`src/rtl/vga_pixel_fifo.sv`:
```
// rtl/vga_pixel_fifo.sv - first-word-fall-through pixel FIFO feeding a VGA adapter
module vga_pixel_fifo #(
  parameter int DEPTH = 16
) (
  input  logic                       CLOCK_50,
  input  logic                       resetn,
  input  logic [7:0]                 in_x,
  input  logic [6:0]                 in_y,
  input  logic [2:0]                 in_color,
  input  logic                       in_plot,
  input  logic                       out_ready,
  input  logic                       clr_drops,
  output logic [7:0]                 VGA_X,
  output logic [6:0]                 VGA_Y,
  output logic [2:0]                 VGA_COLOR,
  output logic                       plot,
  output logic                       full,
  output logic                       empty,
  output logic [$clog2(DEPTH):0]     count,
  output logic [15:0]                drop_count
);

  localparam int AW = $clog2(DEPTH);
  localparam logic [AW:0] FULL_COUNT = (AW + 1)'(DEPTH);

  logic [17:0]   mem [DEPTH];
  logic [AW-1:0] wr_ptr;
  logic [AW-1:0] rd_ptr;
  logic [17:0]   head;
  logic          on_screen;
  logic          pop;
  logic          push;
  logic          drop;

  assign full  = (count == FULL_COUNT);
  assign empty = (count == '0);
  assign plot  = !empty;

  // Off-screen pixels are neither stored nor counted as drops.
  assign on_screen = in_plot && (in_x <= 8'd159) && (in_y <= 7'd119);
  assign pop       = !empty && out_ready;
  assign push      = on_screen && (!full || pop);
  assign drop      = on_screen && full && !pop;

  assign head      = mem[rd_ptr];
  assign VGA_X     = empty ? 8'd0 : head[17:10];
  assign VGA_Y     = empty ? 7'd0 : head[9:3];
  assign VGA_COLOR = empty ? 3'd0 : head[2:0];

  always_ff @(posedge CLOCK_50) begin
    if (push) mem[wr_ptr] <= {in_x, in_y, in_color};
  end

  always_ff @(posedge CLOCK_50 or negedge resetn) begin
    if (!resetn) begin
      wr_ptr <= '0;
      rd_ptr <= '0;
      count  <= '0;
    end else begin
      if (push) wr_ptr <= wr_ptr + 1'b1;
      if (pop)  rd_ptr <= rd_ptr + 1'b1;
      if (push && !pop)      count <= count + 1'b1;
      else if (pop && !push) count <= count - 1'b1;
    end
  end

  always_ff @(posedge CLOCK_50 or negedge resetn) begin
    if (!resetn) begin
      drop_count <= '0;
    end else if (clr_drops) begin
      drop_count <= '0;
    end else if (drop && (drop_count != 16'hFFFF)) begin
      drop_count <= drop_count + 1'b1;
    end
  end

endmodule

```
`config.mk`:
```
export PLATFORM = sky130hd
export DESIGN_NAME = vga_pixel_fifo
export DESIGN_NICKNAME = d
export VERILOG_FILES = /design/src/rtl/vga_pixel_fifo.sv
export SDC_FILE = /design/constraint.sdc
export NUM_CORES = 1
export LEC_CHECK = 0
export CORE_MARGIN = 2
export CORE_UTILIZATION = 30
export DETAILED_ROUTE_END_ITERATION = 8
export DONT_BUFFER_PORTS = 1
export PLACE_DENSITY_LB_ADDON = 0.2
export SLEW_MARGIN = 20
export SYNTH_ARGS = -nofsm -noshare
export SYNTH_HDL_FRONTEND = slang
export SYNTH_SLANG_ARGS = --single-unit
export TNS_END_PERCENT = 5
```
`constraint.sdc`:
```
create_clock -name CLOCK_50 -period 3.5 [get_ports CLOCK_50]
set_input_delay 0 -clock CLOCK_50 [delete_from_list [all_inputs] [get_ports CLOCK_50]]
set_output_delay 0 -clock CLOCK_50 [all_outputs]
set_load 0.01 [all_outputs]
```
==> flow_summary_export.csv, run 1 <==
group,metric,value,unit
timing,setup-tns-final,0,ps
clock_network,clock_sinks,317,
pwr,sw_frac_of_total,30.12,%
worst_setup_path,worstSetupEndpointType,"register",
layout,syn_to_final_growth,17.80,%
global_route,antenna_found_initial,1,
synthesis,async_flop_share,9.148,%
synthesis,yosysTopAreaCellShare,68.74,%
pwr,p_seq_share,42.2,%
synthesis,synth_compound_area_share,1.621,%
floorplanning,core_area,0.04167,mm2
drt,vias,6184,
floorplanning,ios,65,
timing,setup_viol,0,
clock_network,cts_resized,0,
synthesis,synth_seq_cells,317,
worst_hold_path,min_path_type,"primary input to register",
layout,final_cell_count_no_fill,1250,
worst_setup_path,crit_top_cell,"or3_1",
layout,fill_cells,3911,
synthesis,syn_nets,659,
synthesis,synth_top_family_by_area,"multiplexers",
synthesis,synth_area_leader_cell,"edfxtp_1",
synthesis,synth_xor_area_share,1.462,%
pwr,leakagePower,4.813,nW
synthesis,muxShareOfSynthArea,16.09,%
place,dp.cells,1161,
clock_network,cts_buffers,36,
timing,grt_setup_unrepaired,"no",
floorplanning,fp.dieW,208.8,um
global_route,overflow,0,
worst_setup_path,r2r_start,"count[3]",
pwr,combPwrFrac,25.6,%
synthesis,synth_warnings,0,
drt,drc_errors,0,
worst_setup_path,cp_cell_sequence,"or3_1 > or3_1 > nand2_1 > ha_1 > inv_1 > fa_1 > a21o_1 > a21oi_1 > xnor2_1 > nor2_1 > xor2_1",
timing,drv_slew,0,
drt,dr.pass1.iters,6,
timing,hold_viol,0,
worst_hold_path,holdPathStages,5,
worst_setup_path,worstPathRequired,3910,ps
floorplanning,start_util,30.20,%
synthesis,synth_area_leaders,"edfxtp_1 69%, mux4_2 13%, dfrtp_1 5.8%",
worst_setup_path,cp_slowest_cell,"dfrtp_1",
worst_setup_path,path_class,"register to register",
pwr,p_clk_share,32.2,%
run,drv_cap,0,
synthesis,netlist_area,0.01258,mm2
pwr,netSwitchingPower,3.418,mW
global_route,grt_pass1_vias,6698,
global_route,track_usage,14.04,%
floorplanning,die_area,0.04360,mm2
synthesis,seq_area_frac_synth,74.50,%
synthesis,synth.distinct_cells,39,
layout,nets,719,
status,status,"finished, final reports clean",
clock_network,h-tree-depth,2,
place,io_buffer_count,0,
synthesis,synth_edf_count,288,
layout,fin_util,35.57,%
worst_setup_path,startpoint,"count[3]",
global_route,grt_pass1_wl,44230,um
layout,antenna_cells,0,
synthesis,yosys.area_share.adder,1.154,%
timing,hold_slack,119.4,ps
timing,fin_skew,10.93,ps
floorplanning,row_count,75,
synthesis,synth.avg_cell_area,20.13,um2
clock_network,cts_tree,"yes",
worst_setup_path,start_kind,"register",
clock_network,cts_buffer_depth,3,
floorplanning,die_h,208.8,um
layout,drive_gt1_share,24.75,%
pwr,intPower,7.928,mW
drt,drt-total-wl,29860,um
worst_setup_path,r2r_cells,11,
place,dp_hpwl,17040,um
drt,drtIter0Drc,433,
drt,wire_per_inst,23.88,um
pwr,power_per_cell_area,765.5,mW/mm2
clock_network,clk_latency,530,ps
worst_hold_path,hold_start,"in_x[6]",
clock_network,cts_setup_buffers,0,
pwr,vdd_drop_max,0.5038,mV
clock_network,path_clk_slew,60,ps
timing,relSlewSlack,39.56,%
worst_setup_path,crit_arrival,3400,ps
timing,clock.fmax,334.8,MHz
timing,layout_min_cycle_time,2987,ps
drt,viasPerCell,4.947,
synthesis,synth.most_common_cell,"edfxtp_1",
clock_network,root_buffer,"clkbuf_16",
synthesis,synthSimpleGateAreaFrac,3.938,%
synthesis,synthFlopType,"edfxtp_1",
timing,period_share,85.34,%
timing,worst_slew_pin_slew,906.7,ps
worst_setup_path,crit_path_max_incr_delay,480,ps
synthesis,synthTopCellsByCount,"288 x edfxtp_1, 72 x mux4_2, 38 x mux2i_1",
synthesis,syn_inst,625,
worst_setup_path,cp_max_fo,5,
layout,multi_input_area,0.003103,mm2
drt,antenna_left,0,
place,gp_congestion,0.8289,
global_route,grt_max_degree,33,
layout,regArea,0.009380,mm2
==> sequential cells by signal, indices dropped and copies added, names as in the netlist <==
name	cells
mem	288
drop_count	16
count	5
rd_ptr	4
wr_ptr	4
==> metal layers <==
metal	wire [um]	vias to the layer above	share of wire [%]	track usage, %
li1	-	2685	-	-
met1	13050	3312	44	18.49
met2	14680	144	49	23.00
met3	1517	41	5.1	3.351
met4	601	2	2.0	4.483
met5	11	-	0.037	0
==> power by group through the flow <==
stage | Clock, mW | Sequential [mW] | Combinational, mW
2_1_floorplan | 0 | 4.60 | 2.25
3_3_place_gp | 0 | 4.86 | 2.86
3_5_place_dp | 0 | 4.88 | 2.91
4_1_cts | 3.75 | 4.80 | 2.99
5_1_grt | 3.89 | 4.85 | 3.15
6_report | 3.65 | 4.79 | 2.90
==> path summary, 6_finish.rpt <==
kind	end	slack, ps
min in group asynchronous	count[4]	520
min reg2reg	rd_ptr[2]	520
max	count[4]	510
min	wr_ptr[0]	120
max in group asynchronous	rd_ptr[0]	2800
max reg2reg	count[4]	510
==> cell families (layout without fill, tap and decap cells) <==
| family | Yosys count | count (layout) |
|---|---|---|
| XOR/XNOR | 21 | 21 |
| AND/OR/NAND/NOR | 94 | 94 |
| buffers and inverters | 36 | 122 |
| flip-flops | 317 | 317 |
| adder cells (fa/ha/maj) | 11 | 11 |
| multiplexers | 112 | 112 |
| AO/OA/AOI/OAI | 34 | 34 |
==> critical path, delay by kind of cell (launching register included) <==
kind            cells  cell delay [ps]
simple gates        4              980
xor+xnor            2              280
flops               1              480
compound gates      2              360
fa+ha+maj           2              650
buf+inv             1              120
==> final cells by class <==
| cell class | instances | area share [%] |
|---|---|---|
| well taps | 539 | 4.550 |
| flip-flops and latches | 317 | 63.29 |
| clock buffers | 41 | 6.348 |
| inverters | 5 | 0.1266 |
| repair buffers | 53 | 3.410 |
| multi-input cells | 272 | 20.94 |
| clock inverters | 23 | 1.342 |
==> placed cells by master, fill, tap and decap left out, types with 12 or more instances in the layout <==
cell type	n
mux4_2	72
nor2_1	18
edfxtp_1	288
dfrtp_1	26
clkbuf_16	37
nor2_2	12
dlygate4sd3_1	23
buf_4	26
xnor2_1	17
nand2_1	16
mux2i_1	38
o22ai_1	18
==> stage by stage <==
stage	worst slack, ps	cell area, um2	power (mW)
4_1_cts	510.1	14820	11.55
5_1_grt	371.9	14820	11.89
3_5_place_dp	521.3	13410	7.790
2_1_floorplan	519.3	12580	6.850
6_report	513.1	14820	11.35
3_3_place_gp	622.5	13410	7.716
==> what timing repair did <==
item                       in CTS  in global routing
hold endpoints to repair      341                  0
hold buffers                   25                  0
setup endpoints to repair       0                  0
Power figures use the tool's default switching activity.
==> run 2, diff against run 1 <==
--- a/config.mk
+++ b/config.mk
@@ -6,9 +6,10 @@
 export NUM_CORES = 1
 export LEC_CHECK = 0
 export CORE_MARGIN = 2
-export CORE_UTILIZATION = 30
+export CORE_UTILIZATION = 58
 export DETAILED_ROUTE_END_ITERATION = 8
 export DONT_BUFFER_PORTS = 1
+export HOLD_SLACK_MARGIN = 0.12
 export PLACE_DENSITY_LB_ADDON = 0.2
 export SLEW_MARGIN = 20
 export SYNTH_ARGS = -nofsm -noshare
==> flow_summary_export.csv, run 2 (synthesis results as in run 1) <==
group,metric,value,unit
global_route,met2_usage,39.68,%
pwr,combPwrFrac,27.2,%
global_route,overflow,0,
timing,clock.fmax,314.8,MHz
floorplanning,die_area,0.02289,mm2
place,gp_congestion,0.8099,
floorplanning,die_h,151.3,um
timing,layout_min_cycle_time,3177,ps
worst_setup_path,worstReg2RegEnd,"count[4]",
clock_network,h-tree-depth,1,
place,io_buffer_count,0,
timing,hold_viol,0,
pwr,p_clk_share,29.5,%
layout,multi_input_area,0.003103,mm2
layout,largest_reg_flops,288,
layout,syn_to_final_growth,14.06,%
drt,viasPerCell,6.352,
layout,most-common-layout-cells,"288 x edfxtp_1, 72 x mux4_2, 38 x mux2i_1, 31 x clkbuf_16, 26 x dfrtp_1",
pwr,power_per_cell_area,755.3,mW/mm2
timing,setup_viol,0,
floorplanning,ios,65,
worst_setup_path,worstPathRequired,3930,ps
clock_network,clk_latency,560,ps
place,dp_hpwl,15050,um
timing,setup-tns-final,0,ps
place,placed_area,0.01308,mm2
status,status,"finished, final reports clean",
worst_setup_path,cp_max_fo,6,
worst_setup_path,path_class,"register to register",
global_route,met1_usage,34.92,%
worst_hold_path,worstHoldEndpoint,"wr_ptr[0]",
worst_setup_path,r2r_start,"count[3]",
global_route,grt_pass1_wl,40100,um
timing,worst_slew_pin_slew,699.7,ps
layout,reg_top3,"mem (288), drop_count (16), count (5)",
global_route,track_usage,24.27,%
worst_setup_path,r2r_slack,320,ps
worst_hold_path,holdPathStages,5,
layout,nets,713,
global_route,grt_pass1_vias,6445,
clock_network,root_buffer,"clkbuf_16",
drt,dr.pass1.iters,5,
worst_setup_path,worstSetupEndpointType,"register",
layout,stdcell_area,0.01435,mm2
layout,layout_commonest_cell,"edfxtp_1",
worst_setup_path,crit_arrival,3610,ps
floorplanning,core_area,0.02115,mm2
pwr,leakagePower,4.743,nW
layout,top_register,"mem",
timing,grt_setup_unrepaired,"no",
pwr,intPower,7.586,mW
clock_network,cts_resized,0,
clock_network,path_clk_slew,60,ps
drt,antenna_left,0,
drt,drc_errors,0,
drt,drt-total-wl,26420,um
floorplanning,row_count,53,
timing,drv_slew,0,
pwr,sw_frac_of_total,30.02,%
global_route,grt_max_degree,63,
drt,drtIter0Drc,540,
clock_network,clock_sinks,317,
pwr,netSwitchingPower,3.254,mW
clock_network,cts_tree,"yes",
timing,fin_skew,19.34,ps
pwr,p_seq_share,43.3,%
worst_hold_path,min_path_type,"primary input to register",
global_route,grtUsageMet3,4.669,%
layout,regArea,0.009380,mm2
global_route,grt-busiest-layer,"met2",
floorplanning,start_util,59.48,%
global_route,antenna_found_initial,1,
floorplanning,fp.dieW,151.3,um
worst_setup_path,start_kind,"register",
clock_network,cts_setup_buffers,0,
timing,period_share,90.77,%
pwr,vdd_drop_max,0.6385,mV
run,drv_cap,0,
layout,drive_gt1_share,24.15,%
drt,wire_per_inst,26.95,um
timing,relSlewSlack,53.30,%
clock_network,cts_buffers,31,
layout,fill_cells,1335,
worst_setup_path,r2r_cells,11,
clock_network,hold_buffers,26,
clock_network,cts_buffer_depth,3,
worst_hold_path,hold_start,"in_y[3]",
drt,vias,6225,
run 2: changes by cell type in the layout (fill, tap and decap cells not counted), sizes merged:
cell,delta
clkbuf,+1
clkinvlp,-1
diode,+1
bufinv,-1
dlygate4sd3,+1
clkinv,-4
buf,-2
inv,-1
run 2: worst max-delay path by stage:
stage               startpoint         to  slack, ps  depth (start not counted)
floorplan             count[0]  mem[3][0]        520                          4
global placement      count[3]   count[4]        480                         11
detailed placement    count[3]   count[4]        390                         11
CTS                   count[3]   count[4]        350                         11
global route          count[3]   count[4]        150                         11
finish                count[3]   count[4]        320                         11
run 2: cell type report:
cell class	count	share of cell area, %
multi-input cells	272	21.62
clock inverters	16	1.064
well taps	275	2.398
flip-flops and latches	317	65.36
diodes	1	0.01744
repair buffers	52	3.575
inverters	5	0.1308
clock buffers	42	5.833
run 2: worst max-delay path: stages, from the launching register on:
cell and delay, ps:
dfrtp_1 470, or3_1 430, or3_1 470, nand2_1 220
ha_1 220, inv_1 110, fa_1 420, a21o_1 180
a21oi_1 160, xnor2_1 140, nor2_1 70, xor2_1 150
run 2: per-layer routing:
layer / share of wire (%) / vias up / wire length, um
met3: 8.0 / 34 / 2119
met5: 0 / - / 0
li1: - / 2677 / -
met2: 51 / 268 / 13430
met1: 40 / 3246 / 10500
met4: 1.4 / 0 / 359
run 2: metrics by stage:
| step | instances | util (%) | hold slack (ps) | setup slack, ps | power, mW |
|---|---|---|---|---|---|
| global placement | 895 | 61.83 | -294.8 | 479.3 | 7.593 |
| global route | 980 | 67.84 | 137.3 | 148.8 | 11.29 |
| detailed placement | 895 | 61.83 | -294.8 | 393.5 | 7.666 |
| floorplan | 625 | - | -295.6 | 519.3 | 6.850 |
| finish | 980 | 67.84 | 169.0 | 322.9 | 10.84 |
| CTS | 979 | 67.83 | 128.2 | 349.7 | 10.94 |
run 2: power groups by stage:
stage                     Sequential [mW]  Combinational [mW]  Clock [mW]
after floorplan                      4.60                2.25           0
after global placement               4.75                2.84           0
after CTS                            4.70                2.98        3.26
final                                4.69                2.95        3.20
after detailed placement             4.78                2.89           0
after global routing                 4.73                3.14        3.41
==> run 3, diff against run 2 <==
--- a/config.mk
+++ b/config.mk
@@ -5,13 +5,14 @@
 export SDC_FILE = /design/constraint.sdc
 export NUM_CORES = 1
 export LEC_CHECK = 0
+export CELL_PAD_IN_SITES_DETAIL_PLACEMENT = 0
+export CELL_PAD_IN_SITES_GLOBAL_PLACEMENT = 1
 export CORE_MARGIN = 2
-export CORE_UTILIZATION = 58
+export CORE_UTILIZATION = 55
 export DETAILED_ROUTE_END_ITERATION = 8
 export DONT_BUFFER_PORTS = 1
 export HOLD_SLACK_MARGIN = 0.12
 export PLACE_DENSITY_LB_ADDON = 0.2
-export SLEW_MARGIN = 20
 export SYNTH_ARGS = -nofsm -noshare
 export SYNTH_HDL_FRONTEND = slang
 export SYNTH_SLANG_ARGS = --single-unit
==> flow_summary_export.csv, run 3 (synthesis results as in run 1) <==
group,metric,value,unit
clock_network,clk_latency,500,ps
layout,syn_to_final_growth,15.01,%
layout,largest_reg_flops,288,
layout,most-common-layout-cells,"288 x edfxtp_1, 72 x mux4_2, 38 x mux2i_1, 35 x clkbuf_16, 26 x dfrtp_1",
pwr,leakagePower,4.792,nW
timing,hold_slack,203.5,ps
worst_setup_path,worstSetupEndpointType,"register",
drt,vias,6157,
drt,drt-total-wl,26020,um
run,drv_cap,0,
layout,top_register,"mem",
worst_setup_path,path_class,"primary input to register",
layout,antenna_cells,0,
pwr,power_per_cell_area,764.4,mW/mm2
global_route,grt-busiest-layer,"met2",
layout,fill_cells,1546,
clock_network,cts_resized,0,
global_route,antenna_found_initial,0,
worst_hold_path,holdPathStages,5,
layout,layout_commonest_cell,"edfxtp_1",
layout,fin_util,64.11,%
timing,period_share,91.55,%
floorplanning,start_util,55.74,%
worst_setup_path,worstPathRequired,3870,ps
worst_setup_path,cp_cell_sequence,"dlygate4sd3_1 > o21ai_1 > dlygate4sd3_1 > nand3_1 > a31oi_1 > buf_4 > ha_1 > inv_1 > fa_1 > a21o_1 > a21oi_1 > xnor2_1 > nor2_1 > xor2_1",
status,status,"finished, final reports clean",
worst_setup_path,r2r_cells,11,
floorplanning,fp.dieW,155.3,um
global_route,grt_max_degree,57,
clock_network,path_clk_slew,60,ps
timing,drv_slew,0,
timing,setup-tns-final,0,ps
floorplanning,die_area,0.02410,mm2
floorplanning,die_h,155.3,um
global_route,grt_pass1_vias,6486,
timing,timing.final.ws_setup,295.9,ps
timing,relSlewSlack,46.72,%
timing,setup_viol,0,
timing,clock.fmax,312.1,MHz
timing,layout_min_cycle_time,3204,ps
global_route,met1_usage,31.31,%
worst_setup_path,crit_buf_inv,4,
floorplanning,ios,65,
clock_network,root_buffer,"clkbuf_16",
timing,worst_slew_pin_slew,794.8,ps
drt,antenna_left,0,
place,dp.cells,907,
pwr,vdd_drop_max,0.5369,mV
drt,drc_errors,0,
worst_setup_path,crit_arrival,3580,ps
place,gp_congestion,0.8289,
worst_setup_path,crit_top_cell,"dlygate4sd3_1",
clock_network,cts_tree,"yes",
layout,nets,718,
drt,drtIter0Drc,530,
clock_network,clock_sinks,317,
worst_hold_path,min_path_type,"primary input to register",
global_route,track_usage,22.29,%
worst_setup_path,cp_slowest_cell,"dlygate4sd3_1",
layout,reg_top3,"mem (288), drop_count (16), count (5)",
floorplanning,row_count,55,
global_route,met2_usage,36.89,%
worst_setup_path,crit_cells,14,
timing,fin_skew,10.52,ps
clock_network,h-tree-depth,2,
timing,grt_setup_unrepaired,"no",
worst_setup_path,crit_family,"buffers and inverters",
drt,dr.pass1.iters,5,
worst_setup_path,cp_max_fo,17,
global_route,grtUsageMet3,4.457,%
worst_setup_path,start_kind,"primary input",
drt,wire_per_inst,26.18,um
layout,final_cell_count_no_fill,994,
drt,viasPerCell,6.194,
layout,drive_gt1_share,24.12,%
clock_network,cts_buffer_depth,3,
global_route,grt_pass1_wl,39270,um
worst_setup_path,crit_path_max_incr_delay,790,ps
clock_network,cts_buffers,34,
place,io_buffer_count,0,
timing,hold_viol,0,
global_route,overflow,0,
place,dp_hpwl,14960,um
place,dpl_worst_slack,373.0,ps
floorplanning,core_area,0.02257,mm2
-- run 3: changes by cell type in the layout (fill, tap and decap cells not counted), sizes merged --
cell      delta
buf          +2
bufinv       +1
clkinv       +1
clkinvlp     +1
diode        -1
-- run 3: layout make-up --
class                   instances  area [um2]  area share, %
flip-flops and latches        317        9380          64.83
multi-input cells             272        3103          21.44
clock buffers                  42       902.1          6.234
repair buffers                 54       540.5          3.735
well taps                     285       356.6          2.464
clock inverters                19       168.9          1.167
inverters                       5       18.77         0.1297
-- run 3: worst register-to-register path, delay by kind of cell (launching register included) --
kind            cells  cell delay [ps]
flops               1              470
compound gates      2              370
fa+ha+maj           2              640
buf+inv             1              110
simple gates        4             1170
xor+xnor            2              300
-- run 3: metrics by stage --
| stage | area [um2] | total power, mW |
|---|---|---|
| finish | 14470 | 11.06 |
| global route | 14470 | 11.53 |
| CTS | 14470 | 11.20 |
| detailed placement | 13120 | 7.690 |
| global placement | 13120 | 7.634 |
| floorplan | 12580 | 6.850 |
-- run 3: where the power goes --
group	total [mW]	internal [mW]	switching, mW	leakage (nW)
Clock	3.42	2.05	1.37	0.519
Combinational	2.81	1.35	1.46	1.30
Sequential	4.82	4.42	0.404	2.97
Total	11.1	7.82	3.24	4.79
-- run 3: repair_timing --
| action | 4_1_cts | 5_1_grt |
|---|---|---|
| buffers inserted | 0 | 0 |
| hold buffers | 26 | 0 |
| hold endpoints to repair | 343 | 0 |
-- run 3: per-layer routing --
layer,wire (um),part of all wire [%]
met5,0,0
met4,433,1.7
met3,1756,6.7
met2,13270,51
met1,10560,41
-- run 3: final timing paths --
check,slack (ps),start,end
max,300,in_x[6],count[4]
min,200,in_y[3],wr_ptr[0]
max reg2reg,330,count[3],count[4]
min reg2reg,510,rd_ptr[2],rd_ptr[2]
max in group asynchronous,2760,resetn,rd_ptr[0]
min in group asynchronous,560,resetn,drop_count[15]
